$ cat config.mk
export PLATFORM = sky130hd
export DESIGN_NAME = countdown_sequencer
export DESIGN_NICKNAME = d
export VERILOG_FILES = /design/src/rtl/countdown_pkg.sv /design/src/rtl/down_counter_ld.sv /design/src/rtl/countdown_sequencer.sv
export SDC_FILE = /design/constraint.sdc
export NUM_CORES = 1
export LEC_CHECK = 0
export BUFFER_PORTS_ARGS = -buffer_cell sky130_fd_sc_hd__buf_2
export CORE_MARGIN = 3
export CORE_UTILIZATION = 50
export DETAILED_ROUTE_END_ITERATION = 16
export GPL_TIMING_DRIVEN = 0
export MAX_ROUTING_LAYER = met4
export PLACE_DENSITY = 0.76
export SYNTH_ARGS = -nofsm -noshare
export SYNTH_HDL_FRONTEND = slang
export SYNTH_HIERARCHICAL = 1
export SYNTH_SLANG_ARGS = --single-unit
$ cat constraint.sdc
create_clock -name clk -period 3.05 [get_ports clk]
set_input_delay 0.305 -clock clk [delete_from_list [all_inputs] [get_ports clk]]
set_output_delay 0.305 -clock clk [all_outputs]
set_load 0.03 [all_outputs]
$ cat src/rtl/countdown_pkg.sv
// Shared definitions for the countdown sequencer: FSM encoding and default width.
package countdown_pkg;

  localparam int DEFAULT_WIDTH = 8;

  typedef enum logic [1:0] {
    IDLE  = 2'd0,
    ARMED = 2'd1,
    RUN   = 2'd2
  } state_t;

endpackage

$ cat src/rtl/down_counter_ld.sv
// Loadable down-counter; a load takes precedence over a decrement enable.
module down_counter_ld #(
  parameter int WIDTH = 8
) (
  input  logic             clk,
  input  logic             rst,
  input  logic             load,
  input  logic [WIDTH-1:0] load_val,
  input  logic             en,
  output logic [WIDTH-1:0] q
);

  always_ff @(posedge clk) begin
    if (rst) begin
      q <= '0;
    end else if (load) begin
      q <= load_val;
    end else if (en) begin
      q <= q - 1'b1;
    end
  end

endmodule

$ cat src/rtl/countdown_sequencer.sv
// Programmable countdown sequencer: load N, arm, count down to a one-cycle done pulse,
// optionally reloading N for periodic operation.
module countdown_sequencer
  import countdown_pkg::*;
#(
  parameter int WIDTH = DEFAULT_WIDTH
) (
  input  logic             clk,
  input  logic             rst,
  input  logic             cfg_valid,
  output logic             cfg_ready,
  input  logic [WIDTH-1:0] cfg_count,
  input  logic             cfg_reload,
  input  logic             start,
  input  logic             pause,
  input  logic             abort,
  output logic [WIDTH-1:0] count,
  output logic             busy,
  output logic             done,
  output logic             err
);

  localparam logic [WIDTH-1:0] ONE = WIDTH'(1);

  state_t           state;
  logic [WIDTH-1:0] n_val;
  logic             reload;
  logic             cnt_load;
  logic             cnt_en;
  logic [WIDTH-1:0] cnt_load_val;
  logic             at_terminal;

  assign cfg_ready   = (state == IDLE);
  assign busy        = (state == ARMED) || (state == RUN);
  assign at_terminal = (count == ONE);

  // Counter control mirrors the FSM priority: abort > pause > terminal/decrement.
  always_comb begin
    cnt_load     = 1'b0;
    cnt_en       = 1'b0;
    cnt_load_val = '0;
    case (state)
      IDLE: begin
        if (cfg_valid && (cfg_count != '0)) begin
          cnt_load     = 1'b1;
          cnt_load_val = cfg_count;
        end
      end
      ARMED: begin
        if (abort) begin
          cnt_load = 1'b1;
        end else if (start) begin
          cnt_load     = 1'b1;
          cnt_load_val = n_val;
        end
      end
      RUN: begin
        if (abort) begin
          cnt_load = 1'b1;
        end else if (!pause) begin
          if (at_terminal && reload) begin
            cnt_load     = 1'b1;
            cnt_load_val = n_val;
          end else begin
            cnt_en = 1'b1;
          end
        end
      end
      default: ;
    endcase
  end

  always_ff @(posedge clk) begin
    if (rst) begin
      state  <= IDLE;
      n_val  <= '0;
      reload <= 1'b0;
      done   <= 1'b0;
      err    <= 1'b0;
    end else begin
      done <= 1'b0;
      err  <= 1'b0;
      case (state)
        IDLE: begin
          if (cfg_valid) begin
            if (cfg_count != '0) begin
              n_val  <= cfg_count;
              reload <= cfg_reload;
              state  <= ARMED;
            end else begin
              err <= 1'b1;
            end
          end
        end
        ARMED: begin
          if (abort) begin
            state <= IDLE;
          end else if (start) begin
            state <= RUN;
          end
        end
        RUN: begin
          if (abort) begin
            state <= IDLE;
          end else if (!pause && at_terminal) begin
            done <= 1'b1;
            if (!reload) begin
              state <= IDLE;
            end
          end
        end
        default: state <= IDLE;
      endcase
    end
  end

  down_counter_ld #(
    .WIDTH(WIDTH)
  ) u_counter (
    .clk     (clk),
    .rst     (rst),
    .load    (cnt_load),
    .load_val(cnt_load_val),
    .en      (cnt_en),
    .q       (count)
  );

endmodule
Word-level counts from Yosys, hierarchy flattened
Cells that the tools add are included.

Register bits after elaboration: 21. Bits of input ports: 15. Output and inout port bits: 12. Logic and storage cells: 60.

$add $sub $neg: 1. Eq/ne operators: 8. Multiplexer cells: 30. Bitwise logic cells: 3. Reductions and logical operators: 12.

Operator list (number): $mux W8 (8); $pmux W8 S3 (1); $mux W2 (7); $mux W1 (12); $eq A8 B1 Y1 const B (1); $reduce_bool A8 Y1 (1); $sub A8 B1 Y8 const B (1); $ne A3 B3 Y1 const B (2); $pmux W2 S3 (1); $reduce_or A3 Y1 (2); $reduce_and A5 Y1 (1); $logic_and A1 B1 Y1 (3); $ne A3 B2 Y1 const B (1); $not A1 Y1 (3); $pmux W1 S3 (1); $reduce_and A3 Y1 (1); $eq A2 B1 Y1 const B (1); $eq A2 B2 Y1 const B (1); $logic_not A2 Y1 (1); $ne A2 B1 Y1 const B (1); $ne A2 B2 Y1 const B (1); $reduce_bool A2 Y1 (1); $logic_not A1 Y1 (1); $logic_or A1 B1 Y1 (1).

Depth between registers and ports, before layout
Gate-level depths: netlist (run 1).

Word-level depth: 8. Mapped depth: 10. Gate-level depth less buffers: 9.

Hierarchy
The synthesis (run 1) kept the hierarchy.

By module, submodules not included: countdown_sequencer (instances 1, cells each 99, area each 758.2 um^2, seq. area each 260.2 um^2); down_counter_ld (instances 1, cells each 54, area each 465.4 um^2, seq. area each 160.2 um^2).

Worst setup path after synthesis (run 1)
OpenSTA, ideal clock, no wires.

Kind: flip-flop to flip-flop. Start: reg u_counter.q[0]. End: reg u_counter.q[5]. Arrival: 2316 ps. Required time: 2935 ps. Slack: 619 ps. Stages on the path, launching flop included: 8. Buffers on the path: 1. Clock period less this slack: 2431 ps. Cell sequence: dfxtp_1 -> or4b_4 -> nor3_1 -> a221oi_1 -> o22ai_1 -> buf_1 -> a311oi_1 -> a2111oi_0.

Word-level cells in the longest chain between the ends: 7.

Ends and longest elaborated chain: start: declaration (line down_counter_ld.sv:10) `output logic [WIDTH-1:0] q`; start signal: assignment (line down_counter_ld.sv:17) `q <= load_val;`; start signal: assignment (line down_counter_ld.sv:19) `q <= q - 1'b1;`; $eq A8 B1 Y1 (*) (line countdown_sequencer.sv:35) `assign at_terminal = (count == ONE);`; $logic_and A1 B1 Y1 (*) (line countdown_sequencer.sv:61) `if (at_terminal && reload) begin`; $mux W1 (*) (line countdown_sequencer.sv:61); $mux W1 (*) (line countdown_sequencer.sv:60) `end else if (!pause) begin`; $mux W1 (*) (line countdown_sequencer.sv:58) `if (abort) begin`; $pmux W1 S3 (*) (line countdown_sequencer.sv:42) `case (state)`; net cnt_load (line countdown_sequencer.sv:28) `logic cnt_load;`; $mux W8 / $reduce_bool A2 Y1 (equally long branches).

Mark *: on every way through the listed nets, which the timed path passes. The rest lies on a longest branch. The select of a mux whose other input is x is not followed. A chain may end at the register's enable or synchronous reset.

Worst setup path after layout (run 1)
Start: reg u_counter.q[0]. End: reg u_counter.q[2].

The elaborated chain is that of the path after synthesis.

==> impl_metrics.tcl, run 1 <==
set metrics [dict create \
    setup_violations 0 \
    post-place-ws_ns 0.363 \
    tightest_slew_ns 0.681 \
    grt_pass1_vias 1171 \
    seq_area_frac_synth_pct 34.4 \
    worst-path-max-fanout 10 \
    power_leakage_nw 0.589 \
    place_hpwl_microns 2280 \
    worst_slack_ns 0.397 \
    drive_gt1_share_pct 21.9 \
    fin_crit_ns 2.65 \
    reg2reg_slack_ns 0.40 \
    worstHoldStart "cfg_reload" \
    cp.required_ns 3.23 \
    hp-class "in -> reg" \
    fmax_ghz 0.377 \
    syn_avg_cell_area_sq_um 8.00 \
    mostFrequentLayoutCells "nand2_1 (30), buf_2 (27), a21oi_1 (21), dfxtp_1 (21)" \
    pin_count 27 \
    num-nets-final 204 \
    final-hold-violation-count 0 \
    ir_drop_mv 0.391 \
    utilization_pct 62.2 \
    clk_latency_ns 0.30 \
    viasPerCell 5.67 \
    initial_utilization_pct 53.8 \
    synth.distinct_cells 45 \
    cts_setup_buffers 0 \
    firstDrtPassIters 4 \
    rows 17 \
    synth-seq-cells 21 \
    drt_wl_total_microns 2870 \
    syn_area_sq_um 1220 \
    grt_first_pass_wirelength_microns 5260 \
    grt_usage_pct 21.1 \
    drc 0 \
    cts_inserted_buffers 3 \
    antenna_found_initial 0 \
    clock_sinks 21 \
    seqCellArea_sq_um 420 \
    yosys_warnings 6 \
    clock_path_buffers 2 \
    portBuffers 26 \
    worstSetupPathType "reg -> reg" \
    reg2reg_from "u_counter/q[0]" \
    ctsHtreeMaxLevel 1 \
    num_antenna_cells 0 \
    hold_buffers 0 \
    r2r_end "u_counter/q[2]" \
    syn_inst 153 \
    worstRegToRegCells 8 \
    num-fill-cells 201 \
    final_common_cell "nand2_1" \
    p_total_mw 0.861 \
    die_y_microns 55.5 \
    ant_nets 0 \
    stdcell_count 211 \
    status "completed" \
    overflow 0 \
    whs_endpoint "reload" \
    fp.coreArea_sq_um 2280 \
    arrival_ns 2.83 \
    area_growth_pct 15.7 \
    final_cell_area_sq_um 1420 \
    finalCritPeriodShare_pct 87.0 \
    syn_nets 173 \
    num_vias 1196 \
    grt_max_degree 13 \
    holdPathStages 3 \
    root_buffer "clkbuf_4" \
    hold_slack_ns 0.226 \
    final.setup.tns_ns 0 \
    synth_edf_count 0 \
    place.gp.congestion 0.814 \
    cts_tree "yes" \
    start_kind "flip-flop" \
    dpl_cell_area_sq_um 1390 \
    timing.final.max_slew_violations 0 \
    max_cap_violations 0 \
    die_x_microns 55.5 \
    relSlewSlack_pct 54.2 \
    fin_skew_ns 0.00137 \
    placed_cells 207 \
    clk_pin_slew_ns 0.12 \
    power.density_nw_per_um2 608 \
    async_flop_share_pct 0 \
    routedWlPerCell_microns 13.6 \
    cts-resized-gates 0 \
    drt_iter0_drc 21 \
    dieArea_sq_um 3080 \
    ys.flop_type "dfxtp_1" \
    multi_input_area_sq_um 742 \
    cp-end-kind "flip-flop" \
    rsz0062_at_grt "false" \
]
==> power breakdown <==
| part | leakage, nW | total, mW | internal (mW) | switching [mW] |
|---|---|---|---|---|
| clock network | 0.0177 | 0.133 | 0.0488 | 0.0844 |
| registers | 0.172 | 0.362 | 0.314 | 0.0479 |
| logic | 0.399 | 0.366 | 0.136 | 0.230 |
| total | 0.589 | 0.861 | 0.499 | 0.362 |
==> worst max path at each step <==
stage	from	endpoint	slack, ns	depth (start not counted)
after floorplan	u_counter/q[0]	u_counter/q[5]	0.62	7
after global placement	cfg_count[3]	u_counter/q[7]	0.43	7
after detailed placement	cfg_count[3]	u_counter/q[7]	0.36	7
after CTS	u_counter/q[0]	u_counter/q[4]	0.43	7
after global routing	u_counter/q[0]	u_counter/q[2]	0.06	7
final	u_counter/q[0]	u_counter/q[2]	0.40	8
==> logic make-up after synthesis <==
family | after synthesis | share of synthesized area, %
flip-flops | 21 | 34.4
XOR/XNOR | 3 | 2.15
adder cells (fa/ha/maj) | 5 | 5.11
multiplexers | 2 | 1.74
AO/OA/AOI/OAI | 39 | 22.2
buffers and inverters | 16 | 5.01
AND/OR/NAND/NOR | 67 | 29.4
==> registers in the layout, indices dropped and copies added, names as in the netlist <==
| signal | count |
|---|---|
| done | 1 |
| u_counter/q | 8 |
| n_val | 8 |
| state | 2 |
| err | 1 |
| reload | 1 |
==> final cells by class <==
class                           instances  share of cell area, %
Tap cell                               28                   2.47
Multi-Input combinational cell        116                   52.4
Clock inverter                          1                  0.353
Timing Repair Buffer                   26                   9.19
Clock buffer                            3                   1.59
Inverter                               10                   2.65
Sequential cell                        21                   29.7
Buffer                                  6                   1.68
==> layer usage <==
layer / up-vias / GRT usage (%) / wire [microns]
li1: 613 / - / -
met1: 540 / 27.2 / 1340
met2: 39 / 33.8 / 1340
met3: 4 / 3.04 / 149
met4: 0 / 7.29 / 36
met5: - / - / 0
==> worst max-delay path, cell delays in order (launching register included) <==
cell	delay [ns]
dfxtp_1	0.49
or4b_4	0.55
nor3_1	0.25
a221oi_1	0.12
o22ai_1	0.30
buf_1	0.40
inv_1	0.19
nor2_1	0.16
a211oi_1	0.07
==> synthesized netlist by cell type (2+ instances only) <==
master | number | area [sq um]
a211oi_1 | 2 | 15.0
a21oi_1 | 21 | 105
a311oi_1 | 2 | 17.5
buf_1 | 3 | 11.3
clkbuf_1 | 2 | 7.51
dfxtp_1 | 21 | 420
ha_1 | 5 | 62.6
inv_1 | 10 | 37.5
nand2_1 | 30 | 113
nand2b_1 | 2 | 12.5
nor2_1 | 10 | 37.5
nor2b_1 | 2 | 12.5
nor3_1 | 4 | 20.0
nor4_1 | 3 | 18.8
o22ai_1 | 2 | 12.5
o31ai_1 | 2 | 15.0
or4_1 | 2 | 15.0
or4_4 | 2 | 22.5
xor2_1 | 2 | 17.5
No activity file was read; power rests on OpenSTA's default activity.
==> inputs of run 2 (changes only) <==
- MAX_ROUTING_LAYER: met4 -> not set
==> run 2 against run 1 <==
Maximum frequency down 0.29%. Wire length up 0.14%. Worst hold slack about the same. Final area unchanged. Sequential power about the same. Clock skew up 0.00088 ns. Clock-buffer cell count unchanged.
==> impl_metrics.tcl, run 2 (same netlist as run 1, synthesis figures left out) <==
set metrics [dict create \
    num-nets-final 204 \
    fin_crit_ns 2.66 \
    cp_slowest_cell "or4b_4" \
    area_growth_pct 15.7 \
    reg2reg_from "u_counter/q[0]" \
    drt_iter0_drc 27 \
    relSlewSlack_pct 54.2 \
    r2r_end "u_counter/q[4]" \
    status "completed" \
    fin_skew_ns 0.00225 \
    grt_first_pass_wirelength_microns 5250 \
    firstDrtPassIters 4 \
    final_common_cell "nand2_1" \
    drive_gt1_share_pct 21.9 \
    worstRegToRegCells 7 \
    dpl_cell_area_sq_um 1390 \
    worst-path-max-fanout 10 \
    viasPerCell 5.67 \
    root_buffer "clkbuf_4" \
    rows 17 \
    mostFrequentLayoutCells "nand2_1 (30), buf_2 (27), a21oi_1 (21), dfxtp_1 (21)" \
    worstSetupPathType "reg -> reg" \
    drc 0 \
    power_leakage_nw 0.589 \
    stdcell_count 211 \
    multi_input_area_sq_um 742 \
    final_cell_area_sq_um 1420 \
    cts_setup_buffers 0 \
    cts_inserted_buffers 3 \
    ant_nets 0 \
    place.gp.congestion 0.802 \
    overflow 0 \
    hold_slack_ns 0.227 \
    die_y_microns 55.5 \
    hold_buffers 0 \
    reg2reg_slack_ns 0.39 \
    reg.largest.list "n_val x8, u_counter/q x8, state x2" \
    tightest_slew_ns 0.680 \
    antenna_found_initial 0 \
    clk_latency_ns 0.30 \
    ir_drop_mv 0.392 \
    holdPathStages 3 \
    place_hpwl_microns 2280 \
    fp.coreArea_sq_um 2280 \
    clock_sinks 21 \
    clk_pin_slew_ns 0.12 \
    hp-class "in -> reg" \
    cts-resized-gates 0 \
    seqCellArea_sq_um 420 \
    cp-end-kind "flip-flop" \
    pin_count 27 \
    ctsHtreeMaxLevel 1 \
    num_antenna_cells 0 \
    grt_pass1_vias 1171 \
    arrival_ns 2.87 \
    post-place-ws_ns 0.363 \
    finalCritPeriodShare_pct 87.2 \
    portBuffers 26 \
    grt_usage_pct 20.5 \
    initial_utilization_pct 53.8 \
    worst_slack_ns 0.390 \
    start_kind "flip-flop" \
    max_cap_violations 0 \
    power.density_nw_per_um2 609 \
    setup_violations 0 \
    grt_max_degree 13 \
    final.setup.tns_ns 0 \
    final-hold-violation-count 0 \
    placed_cells 207 \
    drt_wl_total_microns 2870 \
    whs_endpoint "reload" \
    timing.final.max_slew_violations 0 \
    rsz0062_at_grt "false" \
    cp.required_ns 3.26 \
    die_x_microns 55.5 \
    num_vias 1196 \
    crit_chain "or4b_4 > nor3_1 > a221oi_1 > o22ai_1 > buf_1 > inv_1 > a311oi_1" \
    timing.critical_path.slowest_cell_delay_ns 0.55 \
    num-fill-cells 201 \
    fmax_ghz 0.376 \
    cts_tree "yes" \
    clock_path_buffers 2 \
    worstHoldStart "cfg_reload" \
    routedWlPerCell_microns 13.6 \
    dieArea_sq_um 3080 \
]
run 2: cell counts in the layout (fill, tap and decap cells not counted):
Identical to the previous run, type by type.
run 2: layout make-up:
class                      instances  area share, %
clock inverter                     1          0.353
timing repair buffer              26           9.19
multi-input combinational        116           52.4
sequential                        21           29.7
tap                               28           2.47
clock buffer                       3           1.59
buffer                             6           1.68
inverter                          10           2.65
run 2: report_power, final:
group / internal, mW / switching [mW]
combinational: 0.136 / 0.231
clock: 0.0488 / 0.0847
sequential: 0.314 / 0.0482
total: 0.499 / 0.364
run 2: worst max-delay path by stage:
stage | startpoint | end | slack (ns) | cells past startpoint
2_1_floorplan | u_counter/q[0] | u_counter/q[5] | 0.62 | 7
3_3_place_gp | cfg_count[3] | u_counter/q[7] | 0.43 | 7
3_5_place_dp | cfg_count[3] | u_counter/q[7] | 0.36 | 7
4_1_cts | u_counter/q[0] | u_counter/q[4] | 0.43 | 7
5_1_grt | u_counter/q[0] | u_counter/q[2] | 0.06 | 7
6_report | u_counter/q[0] | u_counter/q[4] | 0.39 | 7
run 2: through the flow:
| stage | util (%) | power (mW) |
|---|---|---|
| after floorplan | - | 0.636 |
| after global placement | 61.0 | 0.719 |
| after detailed placement | 61.0 | 0.732 |
| after CTS | 62.2 | 0.866 |
| after global routing | 62.2 | 0.926 |
| final | 62.2 | 0.863 |
run 2: worst max-delay path: cells and delay by family (launching register included):
kind / cells / cell delay, ns
flops: 1 / 0.49
simple gates: 2 / 0.80
compound gates: 3 / 0.68
buf+inv: 2 / 0.60
run 2: layer usage:
metal	GRT usage (%)	vias up	wire, microns
met2	33.8	39	1340
met1	26.9	539	1350
li1	-	614	-
met3	3.27	4	151
met4	7.29	0	29
met5	0	-	0
==> inputs of run 3 (changes only) <==
- BUFFER_PORTS_ARGS: -buffer_cell sky130_fd_sc_hd__buf_2 -> -buffer_cell sky130_fd_sc_hd__clkbuf_2
==> run 3 against run 2 <==
Clock power about the same. Sequential power about the same. Worst setup slack worse by 0.060 ns. Critical endpoint is now u_counter/q[5]. Maximum frequency down 2.2%. Clock-buffer cell count unchanged. Total power up 0.43%. Worst hold slack worse by 0.0070 ns. First-iteration DRC count up 22%. Die area unchanged. Non-clock buffer count unchanged. Largest cell class unchanged. Sequential share of layout area unchanged. Critical path type unchanged. Clock skew up 0.0038 ns.
==> impl_metrics.tcl, run 3 (same netlist as run 1, synthesis figures left out) <==
set metrics [dict create \
    mostFrequentLayoutCells "nand2_1 (30), clkbuf_2 (26), a21oi_1 (21), dfxtp_1 (21)" \
    grt_usage_pct 20.4 \
    grt_max_degree 13 \
    drc 0 \
    drt_wl_total_microns 3010 \
    rsz0062_at_grt "false" \
    viasPerCell 5.76 \
    ctsHtreeMaxLevel 1 \
    dieArea_sq_um 3080 \
    reg2reg_slack_ns 0.33 \
    routedWlPerCell_microns 14.3 \
    die_y_microns 55.5 \
    setup_violations 0 \
    r2r_end "u_counter/q[5]" \
    grt_pass1_vias 1161 \
    ir_drop_mv 0.387 \
    reg.largest.list "n_val x8, u_counter/q x8, state x2" \
    hold_buffers 0 \
    holdPathStages 3 \
    cp.required_ns 3.23 \
    clk_latency_ns 0.30 \
    power_leakage_nw 0.586 \
    relSlewSlack_pct 56.1 \
    combPwrFrac_pct 42.4 \
    worstHoldStart "cfg_reload" \
    portBuffers 26 \
    place.gp.congestion 0.822 \
    worst-path-max-fanout 10 \
    crit_start "u_counter/q[0]" \
    finalCritPeriodShare_pct 89.2 \
    final_common_cell "nand2_1" \
    worstRegToRegCells 7 \
    area_growth_pct 15.7 \
    clock_path_buffers 2 \
    dpl_cell_area_sq_um 1390 \
    final.setup.tns_ns 0 \
    p_sw_share_pct 42.5 \
    power_frac_seq_pct 41.8 \
    reg2reg_from "u_counter/q[0]" \
    power.density_nw_per_um2 612 \
    hp-class "in -> reg" \
    worstSetupPathType "reg -> reg" \
    grt_first_pass_wirelength_microns 5200 \
    overflow 0 \
    fin_crit_ns 2.72 \
    arrival_ns 2.90 \
    num-fill-cells 205 \
    cts-resized-gates 0 \
    post-place-ws_ns 0.384 \
    die_x_microns 55.5 \
    clkPwrFrac_pct 15.7 \
    worst_slack_ns 0.329 \
    start_kind "flip-flop" \
    antenna_found_initial 0 \
    whs_endpoint "reload" \
    num_vias 1216 \
    pin_count 27 \
    tightest_slew_ns 0.652 \
    p_switching_mw 0.368 \
    fin_skew_ns 0.00608 \
    final_cell_area_sq_um 1420 \
    firstDrtPassIters 4 \
    timing.final.max_slew_violations 0 \
    status "completed" \
    fp.coreArea_sq_um 2280 \
    rows 17 \
    drt_iter0_drc 33 \
    cts_setup_buffers 0 \
    clock_sinks 21 \
    num_antenna_cells 0 \
    initial_utilization_pct 53.8 \
    place_hpwl_microns 2290 \
    final-hold-violation-count 0 \
    drive_gt1_share_pct 21.9 \
    root_buffer "clkbuf_4" \
    cts_inserted_buffers 3 \
    max_cap_violations 0 \
    clk_pin_slew_ns 0.13 \
    ant_nets 0 \
    num-nets-final 204 \
    fmax_ghz 0.368 \
    cp-end-kind "flip-flop" \
    cts_tree "yes" \
    cellInternalPower_mw 0.499 \
]
[run 3: cell count changes in the layout (fill, tap and decap cells not counted), sizes merged]
cell    before  now
buf         30    4
clkbuf       5   31
[run 3: critical path, stage by stage, from the launching register on]
cell and delay [ns]:
dfxtp_1 0.50, or4b_4 0.55, nor3_1 0.25, a221oi_1 0.13
o22ai_1 0.29, buf_1 0.41, a311oi_1 0.09, a2111oi_0 0.38
[run 3: metrics by stage]
stage | hold slack [ns] | power [mW] | util (%) | cells
floorplan | 0.383 | 0.636 | - | 153
global placement | 0.442 | 0.719 | 61.0 | 207
detailed placement | 0.451 | 0.732 | 61.0 | 207
CTS | 0.218 | 0.867 | 62.2 | 211
global route | 0.220 | 0.922 | 62.2 | 211
finish | 0.220 | 0.866 | 62.2 | 211
[run 3: per-layer routing]
metal	up-vias	GRT usage, %	part of all wire [%]
met5	-	0	0
met4	0	4.17	1.2
met3	4	2.57	4.2
met2	25	34.3	47
met1	576	27.8	48
li1	611	-	-
[run 3: final cells by class]
class	count	area [sq um]	share of cell area [%]
repair buffers	26	130	9.19
clock inverters	1	5.00	0.353
well taps	28	35.0	2.47
clock buffers	3	22.5	1.59
plain buffers	6	23.8	1.68
flip-flops and latches	21	420	29.7
multi-input cells	116	742	52.4
inverters	10	37.5	2.65
[run 3: worst max path at each step]
| stage | to |
|---|---|
| floorplan | u_counter/q[5] |
| global placement | u_counter/q[7] |
| detailed placement | u_counter/q[7] |
| CTS | u_counter/q[5] |
| global route | u_counter/q[4] |
| finish | u_counter/q[5] |
[run 3: power by group through the flow]
stage | combinational (mW) | sequential [mW] | clock, mW
floorplan | 0.236 | 0.400 | 0
global placement | 0.355 | 0.364 | 0
detailed placement | 0.365 | 0.368 | 0
CTS | 0.367 | 0.361 | 0.139
global route | 0.405 | 0.369 | 0.149
finish | 0.368 | 0.362 | 0.136
